### config.mk
export PLATFORM = sky130hd
export DESIGN_NAME = modred_final_csub
export DESIGN_NICKNAME = d
export VERILOG_FILES = /design/src/rtl/modred_final_csub.sv
export SDC_FILE = /design/constraint.sdc
export NUM_CORES = 1
export LEC_CHECK = 0
export CORE_MARGIN = 2
export CORE_UTILIZATION = 33
export DETAILED_ROUTE_END_ITERATION = 8
export HOLD_SLACK_MARGIN = 0.02
export SETUP_SLACK_MARGIN = 0.15
export SLEW_MARGIN = 25
export SYNTH_ARGS = -nofsm -noshare
export SYNTH_HDL_FRONTEND = slang
export SYNTH_SLANG_ARGS = --single-unit
### constraint.sdc
create_clock -name clk -period 4.1 [get_ports clk]
set_clock_uncertainty 0.1 [all_clocks]
set_input_delay 0.82 -clock clk [delete_from_list [all_inputs] [get_ports clk]]
set_output_delay 0.82 -clock clk [all_outputs]
set_load 0.01 [all_outputs]
### src/rtl/modred_final_csub.sv
// modred_final_csub
//   Final correction stage of the modular-reduction chain. Takes a partially
//   reduced value in [0, 4q) and returns the canonical residue in [0, q) using
//   two pipelined conditional subtractions. A small output FIFO with
//   valid/ready flow control decouples the always-advancing reduction
//   pipeline from a consumer that may stall.
//
// Ports:
//   clk        clock (all state updates on the rising edge)
//   reset      synchronous, active-high reset
//   q          modulus, DATA_SIZE_ARB bits; held stable while busy=1
//   in_valid   in_data is valid
//   in_ready   stage accepts in_data this cycle (registered state only)
//   in_data    partially reduced value, DATA_SIZE_ARB+2 bits, legal in [0, 4q)
//   out_valid  out_data is valid (FIFO non-empty)
//   out_ready  consumer takes out_data this cycle
//   out_data   canonical residue at the FIFO head
//   busy       S1 holds a value or the FIFO is non-empty
//   err        sticky flag: an accepted input was >= 4q
module modred_final_csub #(
  parameter int DATA_SIZE_ARB = 32,
  parameter int FIFO_DEPTH    = 4
) (
  input  logic                     clk,
  input  logic                     reset,
  input  logic [DATA_SIZE_ARB-1:0] q,
  input  logic                     in_valid,
  output logic                     in_ready,
  input  logic [DATA_SIZE_ARB+1:0] in_data,
  output logic                     out_valid,
  input  logic                     out_ready,
  output logic [DATA_SIZE_ARB-1:0] out_data,
  output logic                     busy,
  output logic                     err
);

  localparam int W  = DATA_SIZE_ARB;
  localparam int WE = W + 3;                  // wide enough that 4q never overflows
  localparam int PW = $clog2(FIFO_DEPTH);
  localparam int CW = PW + 1;                 // count must reach FIFO_DEPTH
  localparam int OW = CW + 1;                 // count + S1 occupancy

  // Extended operands
  logic [WE-1:0] q_x_s;
  logic [WE-1:0] q2_x_s;
  logic [WE-1:0] q4_x_s;
  logic [WE-1:0] in_x_s;
  logic [WE-1:0] s1_next_x_s;
  logic [WE-1:0] s1_x_s;
  logic [WE-1:0] r_x_s;

  // Pipeline and FIFO state
  logic              s1_valid_r;
  logic [W+1:0]      s1_data_r;
  logic [W-1:0]      mem_r [FIFO_DEPTH];
  logic [PW-1:0]     wr_ptr_r;
  logic [PW-1:0]     rd_ptr_r;
  logic [CW-1:0]     count_r;
  logic              err_r;

  logic              accept_s;
  logic              push_s;
  logic              pop_s;
  logic [OW-1:0]     occupancy_s;

  assign q_x_s  = {3'b000, q};
  assign q2_x_s = {2'b00, q, 1'b0};
  assign q4_x_s = {1'b0, q, 2'b00};
  assign in_x_s = {1'b0, in_data};
  assign s1_x_s = {1'b0, s1_data_r};

  // First conditional subtraction: bring [0, 4q) into [0, 2q)
  always_comb begin
    s1_next_x_s = in_x_s;
    if (in_x_s >= q2_x_s) begin
      s1_next_x_s = in_x_s - q2_x_s;
    end else begin
      s1_next_x_s = in_x_s;
    end
  end

  // Second conditional subtraction: bring [0, 2q) into [0, q)
  always_comb begin
    r_x_s = s1_x_s;
    if (s1_x_s >= q_x_s) begin
      r_x_s = s1_x_s - q_x_s;
    end else begin
      r_x_s = s1_x_s;
    end
  end

  // Counting the S1 slot as occupied reserves FIFO room for the value it will
  // push, so FIFO writes never need to be refused.
  assign occupancy_s = OW'(count_r) + OW'(s1_valid_r);
  assign in_ready    = (occupancy_s < OW'(FIFO_DEPTH));
  assign out_valid   = (count_r != {CW{1'b0}});
  assign out_data    = mem_r[rd_ptr_r];
  assign busy        = s1_valid_r | out_valid;
  assign err         = err_r;

  assign accept_s = in_valid & in_ready;
  assign push_s   = s1_valid_r;
  assign pop_s    = out_valid & out_ready;

  // Stage S1 register and sticky range-error flag
  always_ff @(posedge clk) begin
    if (reset) begin
      s1_valid_r <= 1'b0;
      s1_data_r  <= {(W+2){1'b0}};
      err_r      <= 1'b0;
    end else begin
      s1_valid_r <= accept_s;
      if (accept_s) begin
        s1_data_r <= s1_next_x_s[W+1:0];
        if (in_x_s >= q4_x_s) begin
          err_r <= 1'b1;
        end
      end
    end
  end

  // Output FIFO storage, pointers and occupancy count
  always_ff @(posedge clk) begin
    if (reset) begin
      for (int i = 0; i < FIFO_DEPTH; i++) begin
        mem_r[i] <= {W{1'b0}};
      end
      wr_ptr_r <= {PW{1'b0}};
      rd_ptr_r <= {PW{1'b0}};
      count_r  <= {CW{1'b0}};
    end else begin
      if (push_s) begin
        mem_r[wr_ptr_r] <= r_x_s[W-1:0];
        wr_ptr_r        <= wr_ptr_r + PW'(1);
      end
      if (pop_s) begin
        rd_ptr_r <= rd_ptr_r + PW'(1);
      end
      case ({push_s, pop_s})
        2'b10:   count_r <= count_r + CW'(1);
        2'b01:   count_r <= count_r - CW'(1);
        default: count_r <= count_r;
      endcase
    end
  end

endmodule

# Word-level counts from Yosys, hierarchy flattened

Memory sizes are Yosys's and may differ from the RTL's. A register that Yosys moved wholly into a read port is not among the register bits.
Index checks and enable logic that the tools add are counted.
Widths: inputs -> output; s select.

Bits in registers: 43
Memory bits (writable): 128
Memories: 1

Memories:

| memory | depth | width | rd ports | clocked after memory_dff | wr ports | line | source |
|---|---|---|---|---|---|---|---|
| mem_r  | 4     | 32    | 1        | 1                        | 4        | 55   | `logic [W-1:0] mem_r [FIFO_DEPTH];` |

Add/sub/neg operators: 7
$lt $le $gt $ge: 4
Eq/ne operators: 2
Mux-type cells: 13
Bitwise gates (word level): 3
Reductions and logical operators: 4

Operators by type and width:

| cell                | number |
|---|---|
| $mux 32             | 2 |
| $ge 34x32->1        | 1 |
| $ge 34x33->1        | 1 |
| $ge 34x34->1        | 1 |
| $mux 34             | 1 |
| $sub 34x33->34      | 1 |
| $reduce_or 32->1    | 1 |
| $sub 32x32->32      | 1 |
| $mux 1              | 6 |
| $mux 2              | 3 |
| $pmux 3 s2          | 1 |
| $add 2x1->2 const B | 2 |
| $add 3x1->4         | 1 |
| $lt 4x3->1 const B  | 1 |
| $add 3x1->3 const B | 1 |
| $reduce_bool 3->1   | 1 |
| $sub 3x1->3 const B | 1 |
| $and 1x1->1         | 2 |
| $eq 2x1->1 const B  | 1 |
| $eq 2x2->1 const B  | 1 |
| $reduce_and 2->1    | 1 |
| $reduce_bool 2->1   | 1 |
| $or 1x1->1          | 1 |

# Longest topological paths before layout

Depth after elaboration: 5
Mapped depth: 13
Mapped depth without buffers: 12

# Least setup slack after synthesis

No wires, ideal clock.

Path kind: input -> register
Start point: input port q[0]
End point: memory mem_r[1][16] in the netlist's numbering (data pin)
Setup time: 0.265 ns
Arrival: 3.028 ns
Setup slack: 0.707 ns
Cell stages on the path: 12
Buffers on the path: 2
Cell sequence: ha_1 -> fa_1 -> nor2b_1 -> o31a_1 -> o31a_1 -> o21ai_2 -> a211oi_1 -> o31a_1 -> buf_4 -> buf_6 -> mux2i_2 -> nor2_1

RTL lines:

| element            | line | source |
|---|---|---|
| start: declaration | 26   | `input logic [DATA_SIZE_ARB-1:0] q,` |
| end: declaration   | 55   |  |

==> reports/qor.yml <==
root_buffer: "clkbuf_16"
fmax_mhz: 262
cpMostUsedCell: "o31a_1"
cts.htree.levels: 4
globalRouteTotalUtil_pct: 18.3
slowest_delay_ns: 0.45
path_max_fanout: 15
hold_viol: 0
critPathLaunchType: "input pin"
die_x_um: 193
synth_edf_count: 128
clk_latency_ns: 0.44
synth_cell_types: 67
cts_tree: "built"
p_leak_uw: 0.00598
die_area_mm2: 0.0373
ys_seq_area_share_pct: 40.2
end_kind: "flop"
status: "finished clean"
max_cap_viol_count: 0
wirelength_um: 33100
clkTransAtPathRegs_ns: 0.07
grt_pass1_vias: 9805
yosys_warnings: 0
ant_nets: 0
layout_commonest_cell: "nor2_1"
synthCells: 1205
final_cell_mix: "183 x nor2_1, 128 x edfxtp_1, 120 x buf_4, 105 x clkdlybuf4s50_1, 102 x a21oi_1"
syn_area_mm2: 0.0118
cp_slowest_cell: "clkdlybuf4s50_1"
critPathArrivalTime_ns: 3.90
clock_path_buffers: 2
port_buffers: 105
instances_no_fill: 1875
drt_drc_violations_left: 0
routabilityCongestion: 0.897
grt_pass1_wl_um: 52400
vias_per_cell: 5.14
cts_sinks: 173
fin_tns_setup_ns: 0
io_pins: 106
synthFlopType: "edfxtp_1"
drv_slew: 0
tightest_slew_ns: 0.960
layout-drive-gt1-share_pct: 15.2
synth-seq-cells: 173
synth_nets: 1375
setup.worst_path.class: "in2reg"
min_period_over_period_pct: 93.2
min_period_ns: 3.82
diodes: 0
layout.nets: 1571
core_area_mm2: 0.0354
die_y_um: 193
crit_chain: "clkdlybuf4s50_1, inv_1, ha_1, nor2b_1, o31a_1, o31a_1, o21ai_2, a211oi_2, o31a_2, clkbuf_16, o21ai_0, buf_4, nor2_1"
wl_per_cell_um: 17.7
relSlewSlack_pct: 36.0
rsz0062_at_grt: "true"
syn2layout_area_growth_pct: 25.1
drt_first_pass_iters: 5
syn_area_per_cell_um2: 9.79
drt_iter0_markers: 525
crit_required_ns: 4.18
finalSetupViolCount: 0
irDropWorstVdd_mv: 0.243
grt-ovfl-total: 0
placementRows: 69
via_count: 9638
initial_utilization_pct: 33.3
antenna_found_initial: 0
dp_hpwl_um: 25200
ys_async_sr_fraction_pct: 0
cts_buffers: 17
placedCellCount: 1842
holdCritPathClass: "reg2reg"
power_density_mw_per_mm2: 445
grt_max_degree: 63
## state kept, by name, indices dropped and copies added, names as in the netlist, named ones only
register and count:
push_s 1, s1_data_r 34, count_r 3, wr_ptr_r 2, err 1, mem_r 128, rd_ptr_r 2
## where the power goes
group / switching, uW / total, uW / internal (uW) / leakage [uW]
Combinational: 1470 / 2900 / 1430 / 0.00403
Clock: 688 / 1470 / 782 / 0.000246
Sequential: 138 / 2200 / 2060 / 0.00170
Total: 2300 / 6570 / 4270 / 0.00598
## kinds of logic (layout without fill, tap and decap cells)
kind of cell,after synthesis,after routing,synth area share [%]
compound gates,315,315,16.4
xor+xnor,57,57,4.23
fa+ha+maj,100,100,10.8
buf+inv,107,316,3.61
flops,173,173,40.2
mux,81,81,10.6
simple gates,372,372,14.1
## timing repair
item,in CTS,in global routing
hold buffers,0,0
endpoints found under the setup margin,0,38
buffers inserted,0,0
resized for setup,0,6
## through the flow
stage	util, %	hold WS, ns	cell area, um2	power, uW	worst slack, ns
after floorplan	-	0.346	11800	3960	0.707
after global placement	40.1	0.382	14200	5090	-0.187
after detailed placement	40.1	0.383	14200	5110	-0.158
after CTS	41.5	0.393	14700	6580	0.300
after global routing	41.7	0.428	14800	6980	0.140
final	41.7	0.394	14800	6570	0.279
## worst max-delay path, delay by kind of cell
family	cells	cell delay [ns]
fa+ha+maj	1	0.34
compound gates	6	1.57
simple gates	2	0.21
buf+inv	4	0.95
## routing by layer
layer,up-vias,share of wire (%),GRT usage [%],routed length (um)
li1,4826,-,-,-
met1,4594,47,24.9,15700
met2,190,48,30.7,15800
met3,28,3.2,2.43,1070
met4,0,1.5,4.75,489
met5,-,0,0,0
## cell type report
class,count,area (um2)
Clock inverter,11,86.3
Multi-Input combinational cell,925,6660
Fill cell,3526,20600
Tap cell,461,577
Inverter,55,206
Sequential cell,173,4750
Timing Repair Buffer,229,2040
Clock buffer,21,440
## Yosys cell counts (6+ instances only)
master	instances	share of area (%)
nor2_1	183	5.8
or3_1	6	0.32
inv_1	54	1.7
a21o_1	34	2.2
ha_1	97	10
and2_1	7	0.37
nor3_1	18	0.76
nand3_1	18	0.76
o21ai_0	85	3.6
dfxtp_1	45	7.6
mux4_2	32	6.1
edfxtp_1	128	33
a211oi_1	9	0.57
clkbuf_1	37	1.2
o21a_1	10	0.64
nand2_1	77	2.4
nand2b_1	9	0.48
a21oi_1	104	4.4
o21bai_1	8	0.51
nand4_1	16	0.85
xnor2_1	31	2.3
xor2_1	26	1.9
mux2i_1	37	3.1
nor2b_1	17	0.90
o211ai_1	6	0.38
a31oi_1	13	0.69
mux2i_2	10	1.2
buf_2	7	0.30
## path summary, 6_finish.rpt
| check | slack [ns] | startpoint | depth (start not counted) | end |
|---|---|---|---|---|
| setup / recovery | 0.28 | q[2] | 13 | mem_r[2][0] |
| hold / removal | 0.39 | s1_data_r[0] | 2 | s1_data_r[0] |
| setup reg to reg | 0.81 | s1_data_r[0] | 14 | mem_r[1][26] |
| hold reg to reg | 0.39 | s1_data_r[0] | 2 | s1_data_r[0] |
No activity file was read; power rests on OpenSTA's default activity.
